### config.mk
export PLATFORM = sky130hd
export DESIGN_NAME = mux_rr_stream
export DESIGN_NICKNAME = d
export VERILOG_FILES = /design/src/rtl/mux_rr_stream.sv
export SDC_FILE = /design/constraint.sdc
export NUM_CORES = 1
export LEC_CHECK = 0
export CORE_UTILIZATION = 45
export DETAILED_ROUTE_END_ITERATION = 7
export GPL_TIMING_DRIVEN = 0
export PLACE_DENSITY = 0.76
export SETUP_SLACK_MARGIN = 0.5
export SLEW_MARGIN = 20
export SYNTH_ARGS = -nofsm -noshare
export SYNTH_HDL_FRONTEND = slang
export SYNTH_SLANG_ARGS = --single-unit
export TNS_END_PERCENT = 10
### constraint.sdc
create_clock -name clk -period 4.9 [get_ports clk]
set_input_delay 0.98 -clock clk [delete_from_list [all_inputs] [get_ports clk]]
set_output_delay 0.98 -clock clk [all_outputs]
set_load 0.01 [all_outputs]
### src/rtl/mux_rr_stream.sv
// rtl/mux_rr_stream.sv - N-channel W-bit stream mux with registered output and fixed/round-robin grant
// A single output register stage; grant is combinational from in_valid, mode, sel and the rr pointer.
module mux_rr_stream #(
    parameter int W = 4,
    parameter int N = 8,
    localparam int SW = $clog2(N)
) (
    input  logic           clk,
    input  logic           rst_n,
    input  logic [N*W-1:0] in_data,
    input  logic [N-1:0]   in_valid,
    output logic [N-1:0]   in_ready,
    input  logic           mode,
    input  logic [SW-1:0]  sel,
    output logic [W-1:0]   out_data,
    output logic [SW-1:0]  out_ch,
    output logic           out_valid,
    input  logic           out_ready
);

    logic [W-1:0]  out_data_q, out_data_d;
    logic [SW-1:0] out_ch_q, out_ch_d;
    logic          out_valid_q, out_valid_d;
    logic [SW-1:0] ptr_q, ptr_d;

    logic          slot_free;
    logic          grant_valid;
    logic [SW-1:0] grant_idx;
    logic [W-1:0]  grant_data;
    logic [SW-1:0] cand;
    logic          xfer;

    always_comb begin
        slot_free   = !out_valid_q || out_ready;
        grant_valid = 1'b0;
        grant_idx   = '0;
        grant_data  = '0;
        cand        = '0;

        if (!mode) begin
            if (int'(sel) < N && in_valid[sel]) begin
                grant_valid = 1'b1;
                grant_idx   = sel;
            end
        end else begin
            // Scan from the lowest priority (ptr itself) upward so the last hit is the first after ptr.
            for (int i = N; i >= 1; i--) begin
                cand = SW'((int'(ptr_q) + i) % N);
                if (in_valid[cand]) begin
                    grant_valid = 1'b1;
                    grant_idx   = cand;
                end
            end
        end

        for (int k = 0; k < N; k++) begin
            if (grant_idx == SW'(k)) begin
                grant_data = in_data[k*W +: W];
            end
        end

        xfer = grant_valid && slot_free;

        in_ready = '0;
        for (int k = 0; k < N; k++) begin
            in_ready[k] = rst_n && xfer && (grant_idx == SW'(k));
        end

        out_data_d  = out_data_q;
        out_ch_d    = out_ch_q;
        out_valid_d = out_valid_q;
        ptr_d       = ptr_q;

        if (xfer) begin
            out_data_d  = grant_data;
            out_ch_d    = grant_idx;
            out_valid_d = 1'b1;
            if (mode) begin
                ptr_d = grant_idx;
            end
        end else if (out_valid_q && out_ready) begin
            out_valid_d = 1'b0;
        end
    end

    always_ff @(posedge clk or negedge rst_n) begin
        if (!rst_n) begin
            out_data_q  <= '0;
            out_ch_q    <= '0;
            out_valid_q <= 1'b0;
            ptr_q       <= SW'(N - 1);
        end else begin
            out_data_q  <= out_data_d;
            out_ch_q    <= out_ch_d;
            out_valid_q <= out_valid_d;
            ptr_q       <= ptr_d;
        end
    end

    assign out_data  = out_data_q;
    assign out_ch    = out_ch_q;
    assign out_valid = out_valid_q;

endmodule

# Word-level counts from Yosys, hierarchy flattened

Index checks and enable logic that the tools add are counted.

Register bits after elaboration: 11
Bits in latches: 0
RAM bits: 0
Bits in read-only memories: 0
Input port bits: 47
Output and inout bits: 16
Logic and storage cells: 92
Memories kept: 0

Add/sub/neg operators: 8
Multipliers: 0
Divide/modulo/power cells: 0
Magnitude comparators: 9
Eq/ne operators: 7
Shifts and indexed selects: 0
Mux-type cells: 48
Bitwise logic cells: 0
Reductions and logical operators: 16

Operators with widths:

| operator                                                              | count |
|---|---|
| 3-bit by 4-bit < comparator with 1-bit output (second input constant) | 9 |
| 4-bit 2-to-1 mux                                                      | 8 |
| 3-bit 2-to-1 mux                                                      | 10 |
| 1-bit binary-select mux with 3-bit select                             | 9 |
| 1-bit 2-to-1 mux                                                      | 21 |
| 3-bit adder (second input constant)                                   | 4 |
| 3-bit == test (second input constant)                                 | 4 |
| 1-bit logical AND                                                     | 11 |
| 3-bit by 1-bit adder with 3-bit output (second input constant)        | 2 |
| 3-bit by 2-bit adder with 3-bit output (second input constant)        | 2 |
| 3-bit by 2-bit == test with 1-bit output (second input constant)      | 2 |
| 3-bit by 1-bit == test with 1-bit output (second input constant)      | 1 |
| 3-bit zero test                                                       | 1 |
| 2-bit AND reduction                                                   | 1 |
| 2-bit nonzero test                                                    | 1 |
| 1-bit zero test                                                       | 1 |
| 1-bit logical OR                                                      | 1 |

# Longest topological paths before layout

Word-level depth: 21
Depth in mapped cells: 17

# Least setup slack after synthesis

OpenSTA, ideal clock, no wires.

Path kind: register to output
From: register ptr_q[1]
To: output in_ready[1]
Arrival time: 3711 ps
Required time: 3920 ps
Setup slack: 209 ps
Cell stages (with the launch flop): 16
Buffers on the path: 5
Path through: dfstp_2 buf_6 buf_2 inv_1 ha_1 mux4_2 mux2_4 nor2b_2 nand2_1 or3_4 and3_4 buf_6 buf_6 buf_8 nand2b_2 nor3_1

Word-level cells in the longest chain between the ends: 15
Elaborated cells between the ends (all ways): 46

RTL lines:

| what                                                                            | RTL line | text |
|---|---|---|
| start: declaration                                                              | 24       | `logic [SW-1:0] ptr_q, ptr_d;` |
| start signal: assignment                                                        | 91       | `ptr_q <= SW'(N - 1);` |
| start signal: assignment                                                        | 96       | `ptr_q <= ptr_d;` |
| branches (longest 14 deep; another with 3-bit by 1-bit adder with 3-bit output) | n/a      |  |
| 1-bit logical AND (*)                                                           | 66       | `in_ready[k] = rst_n && xfer && (grant_idx == SW'(k));` |
| end: declaration                                                                | 12       | `output logic [N-1:0] in_ready,` |

Every way passes the cells marked *. The select of a mux whose other input is x is not followed.

# Final worst setup path

Ends and elaborated chain as after synthesis.

==> impl_metrics.py <==
metrics = {
    "cells_and_area": {
        "area_delta_synth_final_pct": 59.9,
        "layout_common_cells": "clkdlybuf4s50_1 (46), buf_4 (43), nand2_1 (24)",
        "multiInputGateArea_sq_um": 1840,
        "fin_nets": 394,
        "layout-drive-gt1-share_pct": 42.2,
        "fin_util_pct": 74.6,
        "final_common_cell": "clkdlybuf4s50_1",
        "num_antenna_cells": 0,
        "stdcell_area_sq_um": 3520,
        "fill_cells": 299,
        "seq_area_sq_um": 279,
        "instances_no_fill": 411,
    },
    "pwr": {
        "cellPowerDensity_nw_per_um2": 846,
        "p_leak_nw": 1.44,
        "ir_worst_vdd_mv": 0.582,
        "p_total_mw": 2.98,
    },
    "floorplanning": {
        "ios": 63,
        "fp.dieW_microns": 72.0,
        "dieArea_sq_um": 5180,
        "start_util_pct": 46.6,
        "fp.dieH_microns": 72.0,
        "num_rows": 25,
        "core_area_sq_um": 4720,
    },
    "timing": {
        "setup_viol": 0,
        "setup_slack_ns": 0.0845,
        "tightest_slew_ns": 0.678,
        "hold_viol": 0,
        "whs_ns": 0.478,
        "fin_tns_setup_ns": 0,
        "finalCriticalPeriod_ns": 4.82,
        "slew_violations": 0,
        "rsz0062_at_grt": "yes",
        "fmaxAchievable_ghz": 0.208,
        "finClkSkew_ns": 0.00564,
        "period_share_pct": 98.3,
        "max_slew_margin_pct": 54.7,
    },
    "routing": {
        "route.vias.total": 2573,
        "drtAntennaViolNets": 0,
        "viasPerCell": 6.26,
        "firstDrtPassIters": 5,
        "drc": 0,
        "wire_per_inst_microns": 20.2,
        "first_iter_violations": 271,
        "routed_wl_mm": 8.30,
    },
    "clock_network": {
        "htree_num_levels": 1,
        "cts_buffer_depth": 2,
        "numCtsBuffers": 3,
        "ctsHoldBuffers": 0,
        "clock_latency_ns": 0.24,
        "cts_tree": "done",
        "cts_sinks": 11,
        "cts_root_buf": "clkbuf_8",
        "path_clk_slew_ns": 0.04,
    },
    "synth": {
        "synthAdderAreaFrac_pct": 1.14,
        "synth_area_sq_um": 2200,
        "synth_area_leaders": "mux4_2 (19%), dfrtp_1 (9.1%), mux2i_1 (5.0%)",
        "yosys_warnings": 0,
        "ys_ff_latch": 11,
        "synth_flop_cell": "dfrtp_1",
        "synth-simple-area-share_pct": 17.8,
        "yosys.cell_types.count": 71,
        "synth_xor_area_share_pct": 1.87,
        "synth_seq_area_share_pct": 12.7,
        "netlist_instances": 234,
        "synth_top_family_by_area": "multiplexers",
        "synth_top_area_share_pct": 19.4,
        "synth-edff-count": 0,
        "synthArstFlopShare_pct": 100,
        "synth_compound_area_share_pct": 23.7,
        "synth_nets": 283,
        "avgSynthCellArea_sq_um": 9.42,
        "synth_top_area_cell": "mux4_2",
        "synthMuxAreaShare_pct": 33.1,
    },
    "grt": {
        "grt_pass1_vias": 2624,
        "overflow": 0,
        "grt_usage_pct": 32.5,
        "grt_pass1_wl_mm": 13.0,
        "grt_start_max_net_pins": 15,
        "antenna_found_initial": 0,
    },
    "worst_setup_path": {
        "worst-setup-path-type": "reg2out",
        "cpMaxStageDelayCell": "dfstp_2",
        "cp_cell_sequence": "buf_8, buf_8, clkinvlp_4, ha_4, bufbuf_16, inv_1, mux4_1, mux2i_2, nand2_1, or3_4, and3_4, buf_6, buf_8, buf_8, nand2b_4, nor3_4, buf_2",
        "arrival_ns": 3.84,
        "cp-end-kind": "output port",
        "cp-start-kind": "flip-flop",
        "r2r_setup_slack_ns": 0.34,
        "worstPathRequired_ns": 3.92,
        "cpMostUsedCell": "buf_8",
        "cp_max_fo": 7,
        "worst_path_largest_cell_delay_ns": 0.54,
    },
    "placed_design": {
        "port_buffers": 62,
        "hpwl_mm": 5.21,
        "dp.cells": 363,
        "place.gp.congestion": 0.912,
        "placed_cell_area_sq_um": 2980,
        "pre_cts_ws_ns": -0.753,
    },
    "min_path": {
        "hold_path.class": "reg2reg",
    },
    "outcome": {
        "status": "complete, no violations",
    },
    "run": {
        "drv_cap": 0,
    },
}
[state kept, by name, summed over array words and instances, names as in the netlist]
register / flops
out_data: 4
out_ch: 3
out_valid: 1
ptr_q: 3
[final timing paths]
| kind | start | to | cells past startpoint |
|---|---|---|---|
| worst min register to register | out_ch[1] | out_ch[1] | 2 |
| worst max-delay path | ptr_q[1] | in_ready[1] | 17 |
| worst min-delay path | out_ch[1] | out_ch[1] | 2 |
| max in group asynchronous | rst_n | out_ch[2] | 1 |
| worst max register to register | ptr_q[1] | out_data[2] | 26 |
| min in group asynchronous | rst_n | out_valid | 1 |
[cell type report]
class                           count  share of cell area, %
Multi-Input combinational cell    186                   52.2
Timing Repair Buffer              106                   26.3
Sequential cell                    11                   7.92
Buffer                             25                   8.45
Tap cell                           67                   2.38
Inverter                           12                   1.53
Clock buffer                        4                   1.28
[timing repair]
item	CTS	global route
pin swaps	11	6
gates cloned	3	0
gates resized for setup	85	5
endpoints found under the setup margin	8	12
buffers inserted	40	1
[critical path, delay by kind of cell (launching register included)]
family        cells  cell delay (ns)
simple gates      5             0.93
flops             1             0.54
mux               2             0.61
fa+ha+maj         1             0.27
buf+inv           9             1.24
[layer usage]
layer	GRT usage (%)	share of wire (%)	vias to the layer above
li1	-	-	1146
met2	55.1	49	167
met4	13.1	3.7	0
met3	6.39	8.7	31
met5	0	0	-
met1	40.8	39	1229
[logic make-up after synthesis]
| group | after synthesis |
|---|---|
| xor+xnor | 3 |
| buf+inv | 37 |
| flops | 11 |
| mux | 43 |
| fa+ha+maj | 2 |
| simple gates | 71 |
| compound gates | 67 |
[power breakdown]
group | switching [mW] | internal [mW] | leakage [nW] | total [mW]
Combinational | 1.32 | 1.40 | 1.29 | 2.72
Clock | 0.0322 | 0.0570 | 0.0228 | 0.0892
Sequential | 0.0290 | 0.143 | 0.128 | 0.172
[cell usage after synthesis, drive strengths merged (2+ instances only)]
cell type,count
a21oi,15
dfrtp,8
clkbuf,11
mux4,21
nand2b,8
nand2,24
and3,3
inv,11
nor2b,4
o2111ai,2
mux2i,12
buf,14
or2,2
nand3,6
xnor2,3
o21ai,6
a221oi,7
o221ai,5
o31ai,5
ha,2
nand3b,3
a21boi,2
or3,2
nor2,7
a22o,2
o211ai,2
a211oi,2
dfstp,3
mux2,10
a22oi,4
nor3,7
Note: power is estimated with default switching activity, not from simulation.
